## src/rtl/frame_shift_register.sv

```systemverilog
// frame_shift_register
//   Bidirectional serial shift register with a frame bit counter, used on the
//   VCR decoder serial path. Bits shift in MSB-first (dir=0, left shift) or
//   LSB-first (dir=1, right shift). After FRAME_LEN shifted bits, the shifted
//   word is captured in frame_data and frame_valid pulses on that same edge.
//   A parallel load followed by shifting sends the word out on sout.
//
//   Optional feature macro: FRAME_PARITY_CHECK_EN
//     defined   - even parity is checked over each frame's bits, and the
//                 result is reported on parity_err (1 = odd count of ones)
//     undefined - no parity logic is built, and parity_err is tied to 0
//
// Ports
//   clk          rising-edge clock
//   reset_n      asynchronous active-low reset
//   clr          synchronous clear of q, bit_cnt and running parity
//   load         synchronous parallel load of d into q (aborts partial frame)
//   d[N-1:0]     parallel load data
//   shift_en     advance one bit this cycle
//   dir          0 = left shift (sin->q[0]), 1 = right shift (sin->q[N-1])
//   sin          serial input bit
//   q[N-1:0]     live register contents
//   sout         serial output: dir ? q[0] : q[N-1] (combinational)
//   bit_cnt      bits shifted in the current frame, 0..FRAME_LEN-1
//   frame_valid  one-cycle pulse when frame_data is updated
//   frame_data   snapshot of q at frame completion
//   parity_err   parity result of the last completed frame
module frame_shift_register #(
   parameter  int unsigned N         = 32,
   parameter  int unsigned FRAME_LEN = 32,
   localparam int unsigned CNT_W     = $clog2(N + 1)
) (
   input  logic             clk,
   input  logic             reset_n,
   input  logic             clr,
   input  logic             load,
   input  logic [N-1:0]     d,
   input  logic             shift_en,
   input  logic             dir,
   input  logic             sin,
   output logic [N-1:0]     q,
   output logic             sout,
   output logic [CNT_W-1:0] bit_cnt,
   output logic             frame_valid,
   output logic [N-1:0]     frame_data,
   output logic             parity_err
);

   localparam logic [CNT_W-1:0] LAST_BIT = CNT_W'(FRAME_LEN - 1);

   logic [N-1:0] q_shifted;
   logic         frame_done;

   always_comb begin
      q_shifted = q;
      if (dir) begin
         q_shifted = {sin, q[N-1:1]};
      end else begin
         q_shifted = {q[N-2:0], sin};
      end
   end

   // A frame completes only on a shift edge that is not overridden by clr/load.
   assign frame_done = !clr && !load && shift_en && (bit_cnt == LAST_BIT);

   assign sout = dir ? q[0] : q[N-1];

   always_ff @(posedge clk or negedge reset_n) begin
      if (!reset_n) begin
         q           <= '0;
         bit_cnt     <= '0;
         frame_data  <= '0;
         frame_valid <= 1'b0;
      end else begin
         frame_valid <= 1'b0;
         if (clr) begin
            q       <= '0;
            bit_cnt <= '0;
         end else if (load) begin
            q       <= d;
            bit_cnt <= '0;
         end else if (shift_en) begin
            q <= q_shifted;
            if (frame_done) begin
               bit_cnt     <= '0;
               frame_data  <= q_shifted;
               frame_valid <= 1'b1;
            end else begin
               bit_cnt <= bit_cnt + 1'b1;
            end
         end
      end
   end

`ifdef FRAME_PARITY_CHECK_EN
   logic run_par;

   // The completing bit is folded in directly so the result is ready on the
   // same edge as frame_valid.
   always_ff @(posedge clk or negedge reset_n) begin
      if (!reset_n) begin
         run_par    <= 1'b0;
         parity_err <= 1'b0;
      end else begin
         if (clr || load) begin
            run_par <= 1'b0;
         end else if (shift_en) begin
            if (frame_done) begin
               run_par    <= 1'b0;
               parity_err <= run_par ^ sin;
            end else begin
               run_par <= run_par ^ sin;
            end
         end
      end
   end
`else
   assign parity_err = 1'b0;
`endif

endmodule

```

## config.mk

```make
export PLATFORM = sky130hd
export DESIGN_NAME = frame_shift_register
export DESIGN_NICKNAME = d
export VERILOG_FILES = /design/src/rtl/frame_shift_register.sv
export SDC_FILE = /design/constraint.sdc
export NUM_CORES = 1
export LEC_CHECK = 0
export BUFFER_PORTS_ARGS = -buffer_cell sky130_fd_sc_hd__buf_2
export CAP_MARGIN = 15
export CORE_ASPECT_RATIO = 1.25
export CORE_MARGIN = 10
export CORE_UTILIZATION = 55
export CTS_CLUSTER_SIZE = 8
export DETAILED_ROUTE_END_ITERATION = 8
export PLACE_DENSITY = 0.85
export REMOVE_ABC_BUFFERS = 1
export SLEW_MARGIN = 30
export SYNTH_ARGS = -nofsm -noshare
export SYNTH_HDL_FRONTEND = slang
export SYNTH_SLANG_ARGS = --single-unit
```

## constraint.sdc

```tcl
create_clock -name clk -period 3.3 [get_ports clk]
set_input_delay 0.33 -clock clk [delete_from_list [all_inputs] [get_ports clk]]
set_output_delay 0.33 -clock clk [all_outputs]
set_load 0.02 [all_outputs]
```

Word level (Yosys, flattened, before mapping) --
Index checks and enable logic that the tools add are counted. Widths: inputs -> output; s select.
Word-level totals: logic and storage cells 28, register bits 71
Cells by class: reductions and logical operators 7, bitwise operators 2, multiplexer cells 13, add/subtract/negate cells 1, equality and inequality tests 1
Operators with widths (count):
- $mux 32 | 4
- $mux 6 | 4
- $add 6x1->6 const B | 1
- $eq 6x5->1 const B | 1
- $mux 1 | 5
- $reduce_and 4->1 | 1
- $logic_and 1x1->1 | 3
- $reduce_bool 3->1 | 1
- $logic_not 1->1 | 2
- $not 1->1 | 2

Depth between registers and ports, before layout --
Gate-level depths: netlist of the first run.
word-level depth 8, depth in mapped cells 6

Worst setup path before layout of the first run --
OpenSTA, ideal clock, no wires.
path kind register -> register, start point register bit_cnt[0], end point register frame_data[10], stages on the path, launching flop included 7, data arrival time 1868 ps, period minus slack after synthesis 1993 ps, library setup time 125 ps, required time 3175 ps, path slack 1307 ps, path through dfrtp_1 > ha_1 > nand2b_1 > or4_4 > buf_6 > buf_6 > mux2_4
Between the ends: longest elaborated chain between the ends 3
RTL lines:
- start, declared | line 43 | output logic [CNT_W-1:0] bit_cnt,
- start signal, assigned | line 89 | bit_cnt <= bit_cnt + 1'b1;
- $eq 6x5->1 | line 64 | assign frame_done = !clr && !load && shift_en && (bit_cnt == LAST_BIT);
- $logic_and 1x1->1 | line 64
- $reduce_and 4->1 (no line)
- end signal, assigned | line 86 | frame_data <= q_shifted;
- end, declared | line 45 | output logic [N-1:0] frame_data,
No other way between the ends. A chain may end at the register's enable or synchronous reset.

Worst setup path in the final report of the first run --
start point register bit_cnt[0], end point register frame_data[18]
The elaborated chain is that of the path after synthesis.

==> results of run 1 <==
==> registers in the layout (all words and copies together) (netlist names) <==
signal,flops
frame_data,32
q,32
frame_valid,1
bit_cnt,6
==> cell usage in the layout, fill, tap and decap left out, types with 2 or more instances in the layout <==
master and n:
a21oi_1 5, a22o_1 3, buf_2 109, buf_4 4, clkbuf_8 11, clkinv_2 4
dfrtp_1 71, inv_1 5, mux2_2 33, mux2_4 26, mux2i_1 36, nand2_1 31
nand3_1 3, nor2_1 7, o21ai_0 31, xor2_1 2
==> layer usage <==
layer  up-vias  global-route usage
met5         -                   0
met4         0              0.0684
met3         6              0.0559
met2        76               0.292
met1      1215               0.207
li1       1217                   -
==> cell families after synthesis <==
logic type,count (synthesis),share of synthesized area
fa+ha+maj,1,0.00356
other cells,1,0.00107
simple gates,50,0.0630
buf+inv,26,0.0399
compound gates,41,0.0627
flops,71,0.506
mux,95,0.319
xor+xnor,2,0.00498
==> worst max-delay path: stages, from the launching register on <==
cell and delay, ns:
dfrtp_1 0.44, ha_1 0.24, nand2b_1 0.10, or4_4 0.79, mux2_4 0.39
==> what timing repair did <==
item,CTS,global route
hold endpoints to repair,0,35
hold buffers,0,1
buffers inserted,0,0
==> final cells by class <==
cell class | instances | area (µm²) | share of cell area
flip-flops and latches | 71 | 1780 | 0.415
multi-input cells | 190 | 1600 | 0.374
repair buffers | 115 | 606 | 0.141
well taps | 85 | 106 | 0.0248
clock buffers | 12 | 155 | 0.0362
inverters | 5 | 18.8 | 0.00438
clock inverters | 4 | 20.0 | 0.00467
==> worst max-delay path by stage <==
| stage | from | endpoint | slack (ns) | depth (start not counted) |
|---|---|---|---|---|
| after global routing | bit_cnt[0]$_DFFE_PN0P_ | frame_data[17]$_DFFE_PN0P_ | 1.10 | 4 |
| after floorplan | bit_cnt[0]$_DFFE_PN0P_ | frame_data[10]$_DFFE_PN0P_ | 1.26 | 4 |
| after CTS | bit_cnt[0]$_DFFE_PN0P_ | frame_data[20]$_DFFE_PN0P_ | 1.21 | 4 |
| after global placement | bit_cnt[0]$_DFFE_PN0P_ | frame_data[11]$_DFFE_PN0P_ | 1.31 | 4 |
| after detailed placement | bit_cnt[0]$_DFFE_PN0P_ | frame_data[9]$_DFFE_PN0P_ | 1.22 | 4 |
| final | bit_cnt[0]$_DFFE_PN0P_ | frame_data[18]$_DFFE_PN0P_ | 1.20 | 4 |
==> power breakdown <==
| group | switching, W | leakage, nW | internal [W] |
|---|---|---|---|
| Clock | 0.000314 | 0.0959 | 0.000309 |
| Sequential | 0.0000295 | 0.956 | 0.000896 |
| Combinational | 0.000143 | 1.37 | 0.000100 |
| Total | 0.000486 | 2.42 | 0.00131 |
==> per-stage QoR <==
step | utilization | total power (W)
final | 0.690 | 0.00179
after global placement | 0.657 | 0.00118
after floorplan | - | 0.00106
after detailed placement | 0.657 | 0.00118
after CTS | 0.685 | 0.00180
after global routing | 0.690 | 0.00187
==> reports/qor.yml, run 1 <==
outcome: "complete, no violations"
wirelength_mm: 8.84
die-area_mm2: 0.0100
highest_layer: "met4"
area_growth_pct: 21.9
fill_cells: 452
fmax_mhz: 476
yosysMostFrequentCell: "dfrtp_1"
cts_inserted_buffers: 9
reg2reg_slack_ns: 1.20
end_kind: "register"
initial_utilization: 0.566
worst_pin_slew_ns: 0.778
dieHeight_um: 109
rr_worst_depth: 4
cap_violations: 0
vias: 2514
drc_errors: 0
critPathMaxFanout: 33
synth_edf_count: 0
synthCells: 287
timing.final.crit_period_ns: 2.10
place_ws_ns: 1.22
antenna_found_initial: 0
final_max_slew_viol_count: 0
wl_per_cell_um: 18.3
p_leak_nw: 2.42
powerDensity_mw_per_mm2: 418
synth.area.top_cells: "dfrtp_1, mux2_4, mux2_2, mux2i_1, o21ai_0"
viasPerCell: 5.22
async_flop_share: 1.00
holdWs_ns: 0.196
ioPinCount: 112
portBuffers: 110
holdPathEnd: "q[5]$_DFFE_PN0P_"
finalClockSkew_ns: 0.00966
core_mm2: 0.00621
period_share: 0.637
ys.flop_type: "dfrtp_1"
ys_ff_latch: 71
yosysTopAreaCellShare: 0.506
avgSynthCellArea_um2: 12.2
cts.clk_slew.worst_paths_ns: 0.08
ctsResizeCount: 0
synth_area_mm2: 0.00351
gp_congestion: 0.757
yosysUniqueCellTypes: 29
antenna_cells: 0
grt_use_total: 0.175
dr.first_iter.drc_count: 88
dp_hpwl_mm: 6.18
cts.sinks: 71
overflow: 0
layout.nets: 432
antenna_left: 0
synth_area_leader_cell: "dfrtp_1"
ys_seq_area_frac: 0.506
hold_start: "d[5]"
regToRegStartpoint: "bit_cnt[0]$_DFFE_PN0P_"
grt_max_degree: 72
rows: 32
met1Wirelength_mm: 3.67
grt_pass1_wl_mm: 14.2
dpl.cell_count: 464
dr_wl_met3_um: 527
netlist_top_cells_count: "dfrtp_1, mux2i_1, mux2_2, nand2_1, o21ai_0"
final_cells: 482
setup_tns_ns: 0
cts_max_level: 3
start_kind: "register"
cp.required_ns: 3.51
rsz0062_at_grt: "false"
grt_pass1_vias: 2784
die_x_um: 91.5
yosysWarnings: 0
cts_tree: "yes"
dpl_cell_area_mm2: 0.00408
regToRegEndpoint: "frame_data[18]$_DFFE_PN0P_"
insertion_delay_ns: 0.33
cts_root_buf: "clkbuf_8"
ir_drop_mv: 0.247
drive_gt1_frac: 0.479
wl_met2_mm: 4.57
dr.pass1.iters: 4
critPathKind: "reg -> reg"
finalWorstSetupSlack_ns: 1.20
clockBufferDepth: 2
hold_violations: 0
hp-class: "in -> reg"
fin_area_mm2: 0.00428
crit_arrival_ns: 2.31
finalSetupViolCount: 0
min_path_cells: 3
slew_headroom: 0.481
Power figures use the tool's default switching activity.
==> inputs of run 2 (changes only) <==
Settings changed: CORE_UTILIZATION 55 to 51, PLACE_DENSITY 0.85 to 0.8.
Clock period 3.3 ns to 2 ns, I/O delays scaled along.
==> reports/qor.yml, run 2 (synthesis results as in run 1) <==
start_kind: "register"
rows: 33
cts.clk_slew.worst_paths_ns: 0.08
dpl_cell_area_mm2: 0.00415
cts_setup_buffers: 0
finalClockSkew_ns: 0.00725
ioPinCount: 112
cp.required_ns: 2.22
insertion_delay_ns: 0.34
fin_total_pwr_w: 0.00314
rsz0062_at_grt: "false"
fmax_mhz: 524
ir_drop_mv: 0.804
cpPeakStageDelay_ns: 0.51
period_share: 0.953
p_leak_nw: 2.46
worst_pin_slew_ns: 0.650
hp-class: "in -> reg"
hold_violations: 0
setup_tns_ns: 0
grt_pass1_wl_mm: 14.6
clockBufferDepth: 2
layout.nets: 437
cts_inserted_buffers: 9
overflow: 0
dp_hpwl_mm: 6.56
area_growth_pct: 24.4
end_kind: "register"
slew_headroom: 0.567
crit_arrival_ns: 2.13
cts_max_level: 3
finalWorstSetupSlack_ns: 0.0930
antenna_left: 0
finalSetupViolCount: 0
gp_congestion: 0.780
dr.first_iter.drc_count: 111
initial_utilization: 0.529
wl_per_cell_um: 18.5
grt_pass1_vias: 2819
grt_use_total: 0.172
core_mm2: 0.00665
drive_gt1_frac: 0.485
place_ws_ns: 0.123
fill_cells: 526
portBuffers: 110
fin_area_mm2: 0.00437
grt_max_degree: 72
dieHeight_um: 113
powerDensity_mw_per_mm2: 718
cap_violations: 0
die-area_mm2: 0.0106
mostFrequentLayoutCells: "buf_2, dfrtp_1, mux2i_1"
outcome: "complete, no violations"
reg_top3: "frame_data x32, q x32, bit_cnt x6"
drc_errors: 0
cts_tree: "yes"
die_x_um: 94.3
critPathKind: "reg -> reg"
vias: 2587
dr.pass1.iters: 4
timing.final.crit_period_ns: 1.91
antenna_found_initial: 0
critPathMaxFanout: 8
viasPerCell: 5.29
layout_commonest_cell: "buf_2"
wirelength_mm: 9.05
final_max_slew_viol_count: 0
cts_root_buf: "clkbuf_8"
cp_cell_sequence: "ha_1 -> nand2b_1 -> or4_4 -> buf_4 -> mux2_4"
antenna_cells: 0
slowest_stage: "or4_4"
cts.sinks: 71
## run 2: cell types whose count changed in the layout (fill, tap and decap cells not counted), sizes merged
| cell | before | now |
|---|---|---|
| clkinv | 4 | 2 |
| buf | 114 | 119 |
| bufinv | 0 | 1 |
| clkbuf | 12 | 13 |
## run 2: critical path: cells and delay by family, from the launching register on
family	cells	cell delay, ns
AND/OR/NAND/NOR	2	0.61
buffers and inverters	1	0.21
multiplexers	1	0.31
flip-flops	1	0.42
adder cells (fa/ha/maj)	1	0.23
## run 2: worst paths after layout
kind | startpoint | endpoint | slack (ns) | cells past startpoint
max | bit_cnt[1]$_DFFE_PN0P_ | frame_data[22]$_DFFE_PN0P_ | 0.09 | 5
min | d[11] | q[11]$_DFFE_PN0P_ | 0.06 | 3
max reg2reg | bit_cnt[1]$_DFFE_PN0P_ | frame_data[22]$_DFFE_PN0P_ | 0.09 | 5
min reg2reg | frame_data[2]$_DFFE_PN0P_ | frame_data[2]$_DFFE_PN0P_ | 0.51 | 1
max in group asynchronous | reset_n | bit_cnt[0]$_DFFE_PN0P_ | 1.11 | 2
min in group asynchronous | reset_n | q[11]$_DFFE_PN0P_ | 0.43 | 2
## run 2: stage by stage
step | hold slack (ns) | util | cells
global placement | 0.372 | 0.624 | 472
floorplan | -0.0956 | - | 266
detailed placement | 0.382 | 0.624 | 472
global route | 0.0573 | 0.658 | 489
finish | 0.0574 | 0.658 | 489
CTS | 0.0117 | 0.656 | 488
## run 2: where the power goes
part           internal [W]  switching [W]
Sequential          0.00148      0.0000463
Combinational      0.000169       0.000237
Clock              0.000676       0.000535
Total               0.00232       0.000818
## run 2: per-layer routing
metal,track usage,wire [µm],part of all wire
met1,0.205,3680,0.41
met2,0.284,4580,0.51
met3,0.0456,607,0.067
met4,0.0721,182,0.020
met5,0,0,0
## run 2: cell type report
type	count	area [µm²]	share of cell area
sequential	71	1780	0.406
multi-input combinational	190	1600	0.366
timing repair buffer	120	659	0.151
clock buffer	13	169	0.0386
tap	87	109	0.0249
clock inverter	3	40.0	0.00916
inverter	5	18.8	0.00429
## run 2: repair_timing
item / in CTS / in global routing
hold buffers: 0 / 1
hold endpoints to repair: 0 / 71
resized for setup: 0 / 0
